==> src/rtl/rca_pipe_nb_if.sv <==
// Operand/result handshake bundle for rca_pipe_nb.
// master: operand producer and result consumer; slave: the adder pipeline.
interface rca_pipe_nb_if #(
  parameter int unsigned WIDTH = 16
);
  logic             in_valid;
  logic             in_ready;
  logic [WIDTH-1:0] A;
  logic [WIDTH-1:0] B;
  logic             C_in;
  logic             sub;
  logic             out_valid;
  logic             out_ready;
  logic [WIDTH-1:0] S;
  logic             C_out;
  logic             Ofl;

  modport master (
    output in_valid, A, B, C_in, sub, out_ready,
    input  in_ready, out_valid, S, C_out, Ofl
  );

  modport slave (
    input  in_valid, A, B, C_in, sub, out_ready,
    output in_ready, out_valid, S, C_out, Ofl
  );
endinterface

==> src/rtl/rca_pipe_nb.sv <==
// Pipelined ripple-carry adder/subtractor with valid/ready on both sides.
// Register 0 captures the operands (B pre-inverted for subtract, carry-in
// forced to 1); stage k ripples slice k of register k into register k+1;
// the last stage ripples the top slice into the output register.
// Latency is NSTAGE cycles from the accepting edge; bubbles collapse.
// Optional feature: define RCA_PIPE_SAT_EN to saturate S on signed overflow.
module rca_pipe_nb #(
  parameter int unsigned WIDTH = 16,
  parameter int unsigned CHUNK = 4
) (
  input logic          clk,
  input logic          rst,
  rca_pipe_nb_if.slave bus
);
  localparam int unsigned NSTAGE = WIDTH / CHUNK;

  if ((WIDTH % CHUNK) != 0 || NSTAGE < 1) begin : g_bad_cfg
    $error("rca_pipe_nb: WIDTH must be a non-zero multiple of CHUNK");
  end

  // Stage registers: a_q holds finished result slices below the stage's
  // slice and untouched A bits above it; b_q carries the (inverted) B.
  logic [NSTAGE-1:0]            v_q;
  logic [NSTAGE-1:0][WIDTH-1:0] a_q;
  logic [NSTAGE-1:0][WIDTH-1:0] b_q;
  logic [NSTAGE-1:0]            c_q;

  logic [NSTAGE-1:0][WIDTH-1:0] a_d;
  logic [NSTAGE-1:0]            c_d;
  logic [CHUNK:0]               slice;

  logic [NSTAGE-1:0]            adv;
  logic                         out_adv;
  logic                         in_rdy;
  logic [WIDTH-1:0]             b_in;

  logic                         out_v_q;
  logic [WIDTH-1:0]             s_q;
  logic [WIDTH-1:0]             s_d;
  logic                         co_q;
  logic                         ofl_q;
  logic                         ofl_d;

  assign b_in = bus.sub ? ~bus.B : bus.B;

  // Ripple each stage's own slice with the carry it holds.
  always_comb begin
    slice = '0;
    a_d   = a_q;
    c_d   = '0;
    for (int unsigned k = 0; k < NSTAGE; k++) begin
      slice = {1'b0, a_q[k][k*CHUNK +: CHUNK]}
            + {1'b0, b_q[k][k*CHUNK +: CHUNK]}
            + {{CHUNK{1'b0}}, c_q[k]};
      a_d[k][k*CHUNK +: CHUNK] = slice[CHUNK-1:0];
      c_d[k] = slice[CHUNK];
    end
  end

  // Advance chain: a register moves when the next one is empty or moving.
  always_comb begin
    out_adv          = bus.out_ready | ~out_v_q;
    adv              = '0;
    adv[NSTAGE-1]    = out_adv;
    for (int unsigned i = 1; i < NSTAGE; i++) begin
      adv[NSTAGE-1-i] = ~v_q[NSTAGE-i] | adv[NSTAGE-i];
    end
    in_rdy = ~v_q[0] | adv[0];
  end

  // Final result; carry into the MSB is recovered as s^a^b at the MSB.
  always_comb begin
    s_d   = a_d[NSTAGE-1];
    ofl_d = s_d[WIDTH-1] ^ a_q[NSTAGE-1][WIDTH-1] ^ b_q[NSTAGE-1][WIDTH-1]
          ^ c_d[NSTAGE-1];
`ifdef RCA_PIPE_SAT_EN
    if (ofl_d) begin
      s_d = a_q[NSTAGE-1][WIDTH-1] ? {1'b1, {(WIDTH-1){1'b0}}}
                                   : {1'b0, {(WIDTH-1){1'b1}}};
    end
`endif
  end

  // Pipeline registers: accept into register 0, shift forward on advance.
  always_ff @(posedge clk or posedge rst) begin
    if (rst) begin
      v_q <= '0;
      a_q <= '0;
      b_q <= '0;
      c_q <= '0;
    end else begin
      if (in_rdy) begin
        v_q[0] <= bus.in_valid;
        if (bus.in_valid) begin
          a_q[0] <= bus.A;
          b_q[0] <= b_in;
          c_q[0] <= bus.sub | bus.C_in;
        end
      end
      for (int unsigned k = 1; k < NSTAGE; k++) begin
        if (~v_q[k] | adv[k]) begin
          v_q[k] <= v_q[k-1];
          if (v_q[k-1]) begin
            a_q[k] <= a_d[k-1];
            b_q[k] <= b_q[k-1];
            c_q[k] <= c_d[k-1];
          end
        end
      end
    end
  end

  // Output register: holds while the consumer stalls.
  always_ff @(posedge clk or posedge rst) begin
    if (rst) begin
      out_v_q <= 1'b0;
      s_q     <= '0;
      co_q    <= 1'b0;
      ofl_q   <= 1'b0;
    end else if (out_adv) begin
      out_v_q <= v_q[NSTAGE-1];
      if (v_q[NSTAGE-1]) begin
        s_q   <= s_d;
        co_q  <= c_d[NSTAGE-1];
        ofl_q <= ofl_d;
      end
    end
  end

  assign bus.in_ready  = in_rdy;
  assign bus.out_valid = out_v_q;
  assign bus.S         = s_q;
  assign bus.C_out     = co_q;
  assign bus.Ofl       = ofl_q;
endmodule
==> src/flat_wrapper.sv <==
// flat-port wrapper written by rule: the top's interface ports become plain ports
module rca_pipe_nb_flat 
#(
  parameter int unsigned WIDTH = 16,
  parameter int unsigned CHUNK = 4
)
  (clk, rst, bus_in_valid, bus_A, bus_B, bus_C_in, bus_sub, bus_out_ready, bus_in_ready, bus_out_valid, bus_S, bus_C_out, bus_Ofl);
  rca_pipe_nb_if #(.WIDTH(WIDTH)) bus_i ();
  input logic clk;
  input logic rst;
  input wire logic [$bits(bus_i.in_valid)-1:0] bus_in_valid;
  input wire logic [$bits(bus_i.A)-1:0] bus_A;
  input wire logic [$bits(bus_i.B)-1:0] bus_B;
  input wire logic [$bits(bus_i.C_in)-1:0] bus_C_in;
  input wire logic [$bits(bus_i.sub)-1:0] bus_sub;
  input wire logic [$bits(bus_i.out_ready)-1:0] bus_out_ready;
  output wire logic [$bits(bus_i.in_ready)-1:0] bus_in_ready;
  output wire logic [$bits(bus_i.out_valid)-1:0] bus_out_valid;
  output wire logic [$bits(bus_i.S)-1:0] bus_S;
  output wire logic [$bits(bus_i.C_out)-1:0] bus_C_out;
  output wire logic [$bits(bus_i.Ofl)-1:0] bus_Ofl;
  assign bus_i.in_valid = bus_in_valid;
  assign bus_i.A = bus_A;
  assign bus_i.B = bus_B;
  assign bus_i.C_in = bus_C_in;
  assign bus_i.sub = bus_sub;
  assign bus_i.out_ready = bus_out_ready;
  assign bus_in_ready = bus_i.in_ready;
  assign bus_out_valid = bus_i.out_valid;
  assign bus_S = bus_i.S;
  assign bus_C_out = bus_i.C_out;
  assign bus_Ofl = bus_i.Ofl;
  rca_pipe_nb #(.WIDTH(WIDTH), .CHUNK(CHUNK)) u_core (.clk(clk), .rst(rst), .bus(bus_i));
endmodule
==> config.mk <==
export PLATFORM = sky130hd
export DESIGN_NAME = rca_pipe_nb_flat
export DESIGN_NICKNAME = d
export VERILOG_FILES = /design/src/rtl/rca_pipe_nb_if.sv /design/src/rtl/rca_pipe_nb.sv /design/src/flat_wrapper.sv
export SDC_FILE = /design/constraint.sdc
export NUM_CORES = 1
export LEC_CHECK = 0
export ABC_AREA = 1
export ABC_CLOCK_PERIOD_IN_PS = 5500
export CAP_MARGIN = 20
export CELL_PAD_IN_SITES_DETAIL_PLACEMENT = 1
export CELL_PAD_IN_SITES_GLOBAL_PLACEMENT = 1
export CORE_MARGIN = 8
export CORE_UTILIZATION = 45
export CTS_BUF_LIST = sky130_fd_sc_hd__clkbuf_8
export DETAILED_ROUTE_END_ITERATION = 16
export GPL_ROUTABILITY_DRIVEN = 0
export PLACE_DENSITY = 0.8
export SYNTH_ARGS = -nofsm -noshare
export SYNTH_HDL_FRONTEND = slang
export SYNTH_SLANG_ARGS = --single-unit
export TNS_END_PERCENT = 1
==> constraint.sdc <==
create_clock -name clk -period 5.5 [get_ports clk]
set_clock_uncertainty 0.05 [all_clocks]
set_input_delay 0.825 -clock clk [delete_from_list [all_inputs] [get_ports clk]]
set_output_delay 0.825 -clock clk [all_outputs]
set_load 0.05 [all_outputs]
==> results.toml, run 1 <==
[pwr]
p_sw_mw = 1.28
power_density_nw_per_um2 = 509
p_leak_nw = 3.29
pwr-share-seq_pct = 41.5
intPower_mw = 2.16
p_clk_share_pct = 24.3
p_sw_share_pct = 37.2
ir_drop_uv = 159
combPwrFrac_pct = 34.2

[sta]
maxSlewHeadroom_pct = 39.0
slew_violations = 0
tns_ns = 0
fin_crit_sh_pct = 63.7
hold_viol = 0
setup_viol = 0
whs_ns = 0.428
period_needed_ns = 3.51
tightest_slew_ns = 0.912
rsz0062_at_grt = "no"
fmax_mhz = 285

[logic_synthesis]
synth_top_cells_by_area = "dfrtp_1, nand2_1, o21ai_0, inv_1, fa_1"
synthMostInstantiatedCell = "nand2_1"
ys_seq_area_share_pct = 58.1
syn_area_per_cell_um2 = 9.37
synth_seq_cells = 131
synth_cells = 602
synth_common_cells = "nand2_1, dfrtp_1, o21ai_0"
synth_top_cell_by_area = "dfrtp_1"
yosysWarnings = 0
ys_async_sr_fraction_pct = 100
synth.cell_area_um2 = 5640
synth_edf_count = 0
synth_nets = 660
netlist-cell-type-count = 25
synthFlopType = "dfrtp_1"
synth_top_area_share_pct = 58.1

[cts]
ctsResizeCount = 0
clock_latency_ns = 0.43
cts_hold_buf = 0
path_clk_slew_ns = 0.07
clock-sinks = 131
htree_levels = 4
post_cts_buffers = 0
cts_tree = "yes"
cts_buffers = 17
clockBufferDepth = 2
clockRootBuffer = "clkbuf_8"

[detailed_routing]
wire_per_inst_um = 13.8
via_count = 3986
dr.pass1.iters = 4
drt_wl_total_um = 11600
initialDrtViolationCount = 159
drc_errors = 0
viasPerCell = 4.75
ant_nets = 0

[critical_path]
critPathArrivalTime_ns = 2.63
cp_slowest_cell = "clkdlybuf4s50_1"
crit_buf_inv = 3
crit_path_frequent_cell = "clkdlybuf4s50_1"
reg2reg_from = "u_core.bus.out_valid"
cpLargestDelayFamily = "buffers and inverters"
cp_cell_sequence = "clkdlybuf4s50_1, inv_1, nand4_2, nor2_4, nand2_4, clkdlybuf4s50_1"
timing.rr.end = "u_core.b_q[60]"
crit_required_ns = 4.62
reg2reg_slack_ns = 3.51
crit_type = "in2out"
end_kind = "primary output"
crit_fanout = 19
r2r_cells = 5
worstSetupStartpointType = "primary input"
worst_path_largest_cell_delay_ns = 0.75

[placement]
io_buffers = 57
dpl.hpwl_um = 8200

[die]
io_pins = 58
die_height_um = 128
start_util_pct = 45.4
design.core.area_um2 = 12400
die_area_um2 = 16400
die_w_um = 128
row_count = 41

[final_layout]
final_nets = 715
area.growth.synth_to_final_pct = 19.8
finalCoreUtilization_pct = 54.4
drive_gt1_share_pct = 5.99
antennaDiodeCount = 0

[worst_hold_path]
hold_class = "reg2reg"
hold_end = "u_core.a_d[13]"
worstHoldStart = "u_core.a_d[13]"
min_path_cells = 2

[grt]
grt_pass1_wl_um = 20400
grt_max_degree = 94
antenna_found_initial = 0
grt-ovfl-total = 0
grt_pass1_vias = 4367
grt_use_total_pct = 15.4

[outcome]
status = "finished, final reports clean"

[job]
cap_violations = 0
==> final cells by class <==
cell class                      count  area, um^2
Clock buffer                       17         234
Clock inverter                     13         170
Fill cell                        1447        5660
Inverter                           60         228
Multi-Input combinational cell    385        1990
Sequential cell                   131        3280
Tap cell                          172         215
Timing Repair Buffer               62         648
==> cell families (layout without fill, tap and decap cells) <==
| kind of cell | Yosys count | after routing | share of synthesized area (%) |
|---|---|---|---|
| adder cells (fa/ha/maj) | 20 | 20 | 5.50 |
| XOR/XNOR | 20 | 20 | 3.11 |
| buffers and inverters | 86 | 152 | 6.68 |
| AND/OR/NAND/NOR | 247 | 247 | 17.8 |
| AO/OA/AOI/OAI | 98 | 98 | 8.76 |
| flip-flops | 131 | 131 | 58.1 |
==> worst max-delay path by stage <==
| stage | start | endpoint | slack [ns] | cells after the start |
|---|---|---|---|---|
| 3_3_place_gp | bus_out_ready | bus_in_ready | 2.03 | 6 |
| 5_1_grt | bus_out_ready | bus_in_ready | 1.91 | 6 |
| 2_1_floorplan | rst | u_core.a_d[10] | 1.13 | 1 |
| 4_1_cts | bus_out_ready | bus_in_ready | 1.98 | 6 |
| 3_5_place_dp | bus_out_ready | bus_in_ready | 1.98 | 6 |
| 6_report | bus_out_ready | bus_in_ready | 1.99 | 6 |
==> placed cells by master (no fill, tap or decap), types with 3 or more instances in the layout <==
master	Yosys	final
nand3_1	31	31
inv_1	60	61
a21oi_1	7	7
nor2_1	8	8
clkinv_2	0	4
xnor2_1	18	18
clkbuf_8	0	17
bufinv_16	0	4
o21ai_0	73	73
o21ai_1	16	16
clkinvlp_4	0	3
fa_1	8	8
buf_4	1	3
dfrtp_1	131	131
nand2_1	201	201
ha_1	12	12
clkdlybuf4s50_1	0	57
==> worst register-to-register path, stage by stage, from the launching register on <==
cell and delay (ns):
dfrtp_1 0.41, nand3_1 0.12, nand2_1 0.50, inv_1 0.47, nand2_1 0.18, o21ai_0 0.11
==> stage by stage <==
stage	area, um^2	power, mW	worst slack, ns	instances
after detailed placement	6300	2.61	1.98	808
after floorplan	5640	2.25	1.13	602
after global routing	6760	3.69	1.91	840
after CTS	6700	3.47	1.98	838
final	6760	3.44	1.99	840
after global placement	6300	2.53	2.03	808
==> registers in the layout (all words and copies together) (netlist names) <==
name and cells:
u_core.bus.out_valid 1, u_core.bus.S 16, u_core.bus.C_out 1, u_core.v_q 4, u_core.bus.Ofl 1, u_core.c_q 4
u_core.b_q 40, u_core.a_q 16, u_core.a_d 48
==> layer usage <==
metal	vias up	GRT usage [%]	wire length, um	part of all wire, %
met5	-	0	0	0
met4	0	6.01	142	1.2
met3	14	4.03	518	4.5
met2	78	24.7	5420	47
met1	1891	19.6	5540	48
li1	2003	-	-	-
==> power by group through the flow <==
stage                     logic [mW]  clock network, mW  registers, mW
after global placement          1.10                  0           1.43
after floorplan                0.632                  0           1.62
after detailed placement        1.17                  0           1.45
after CTS                       1.18              0.859           1.43
final                           1.18              0.838           1.43
after global routing            1.33              0.896           1.47
(Power assumes the default switching activity.)
==> inputs of run 2 (changes only) <==
- ABC_CLOCK_PERIOD_IN_PS: 5500 -> 3400
- clock period: 5.5 -> 3.4 ns (I/O delays scaled with it)
==> run 2 against run 1 <==
Combinational power is 62% higher. Clock power is 75% higher. Clock-buffer cell count is 1 higher.
==> results.toml, run 2 (synthesis gave the netlist of run 1 again) <==
[outcome]
status = "finished, final reports clean"

[pwr]
power_density_nw_per_um2 = 839
ir_drop_uv = 261
p_leak_nw = 3.32

[cts]
clock-sinks = 131
clock_latency_ns = 0.44
path_clk_slew_ns = 0.07
cts_tree = "yes"
clockRootBuffer = "clkbuf_8"
cts_hold_buf = 0
clockBufferDepth = 2
cts_buffers = 17
ctsResizeCount = 0
htree_levels = 4
post_cts_buffers = 0

[critical_path]
crit_fanout = 19
r2r_cells = 6
end_kind = "primary output"
critPathArrivalTime_ns = 2.32
reg2reg_slack_ns = 1.56
crit_type = "in2out"
reg2reg_from = "u_core.c_q[2]"
timing.rr.end = "u_core.c_q[3]"
crit_required_ns = 2.84
worstSetupStartpointType = "primary input"

[placement]
place_area_um2 = 6360
dpl.hpwl_um = 8500
io_buffers = 57

[detailed_routing]
wire_per_inst_um = 14.5
initialDrtViolationCount = 201
drc_errors = 0
ant_nets = 0
dr.pass1.iters = 4
via_count = 4060
drt_wl_total_um = 12300
viasPerCell = 4.81

[worst_hold_path]
hold_end = "u_core.bus.S[6]"
worstHoldStart = "u_core.a_d[54]"
min_path_cells = 2
hold_class = "reg2reg"

[die]
design.core.area_um2 = 12400
io_pins = 58
die_w_um = 128
row_count = 41
start_util_pct = 45.4
die_area_um2 = 16400
die_height_um = 128

[sta]
fin_crit_sh_pct = 84.7
maxSlewHeadroom_pct = 38.5
hold_viol = 0
tns_ns = 0
slew_violations = 0
tightest_slew_ns = 0.919
fmax_mhz = 347
period_needed_ns = 2.88
rsz0062_at_grt = "no"
setup_viol = 0

[grt]
grt-ovfl-total = 0
grt_pass1_vias = 4545
grt_pass1_wl_um = 21700
antenna_found_initial = 0
grt_max_degree = 53
grt_use_total_pct = 16.8

[final_layout]
fill_cells = 1456
area.growth.synth_to_final_pct = 20.5
largest_reg_flops = 48
antennaDiodeCount = 0
layout_commonest_cell = "nand2_1"
final_cell_area_um2 = 6800
seqCellArea_um2 = 3280
final_nets = 717
final_cell_mix = "nand2_1, dfrtp_1, o21ai_0, inv_1, clkdlybuf4s50_1"
drive_gt1_share_pct = 6.25
multi_input_area_um2 = 1990

[job]
cap_violations = 0
-- run 2: cell count changes in the layout (fill, tap and decap cells not counted), sizes merged --
cell    before  now
clkbuf      17   18
buf          5    7
bufinv       4    5
clkinv       4    3
inv         62   63
-- run 2: area by class of cell --
class / count / area share [%]
Clock buffer: 18 / 3.64
Clock inverter: 14 / 2.87
Inverter: 60 / 3.37
Multi-Input combinational cell: 385 / 29.2
Sequential cell: 131 / 48.2
Tap cell: 172 / 3.17
Timing Repair Buffer: 64 / 9.53
-- run 2: per-layer routing --
metal / vias to the layer above / routed length (um) / track usage [%]
met3: 21 / 531 / 4.70
met2: 80 / 5880 / 27.6
met4: 0 / 243 / 7.41
met1: 1953 / 5620 / 20.2
met5: - / 0 / 0
li1: 2006 / - / -
-- run 2: per-stage QoR --
stage	util [%]	hold slack, ns	setup WS, ns	power (mW)	cells
after floorplan	-	0.392	1.22	3.64	602
after global placement	51.2	0.408	0.561	4.11	812
after detailed placement	51.2	0.408	0.515	4.26	812
after CTS	54.8	0.428	0.504	5.78	844
after global routing	54.8	0.456	0.410	6.13	844
final	54.8	0.426	0.520	5.71	844
-- run 2: worst max-delay path by stage --
| stage | from | end | slack (ns) | cells after the start |
|---|---|---|---|---|
| after floorplan | rst | u_core.a_d[10] | 1.22 | 1 |
| after global placement | bus_out_ready | bus_in_ready | 0.56 | 6 |
| after detailed placement | bus_out_ready | bus_in_ready | 0.51 | 6 |
| after CTS | bus_out_ready | bus_in_ready | 0.50 | 6 |
| after global routing | bus_out_ready | bus_in_ready | 0.41 | 6 |
| final | bus_out_ready | bus_in_ready | 0.52 | 6 |
-- run 2: critical path: stages --
cell and delay (ns):
clkdlybuf4s50_1 0.41, inv_1 0.11, nand4_2 0.18, nor2_4 0.19, nand2_4 0.17, clkdlybuf4s50_1 0.75
-- run 2: report_power, final --
part / internal (mW) / switching [mW] / total [mW]
registers: 2.05 / 0.266 / 2.32
clock network: 0.877 / 0.597 / 1.47
logic: 0.669 / 1.25 / 1.91
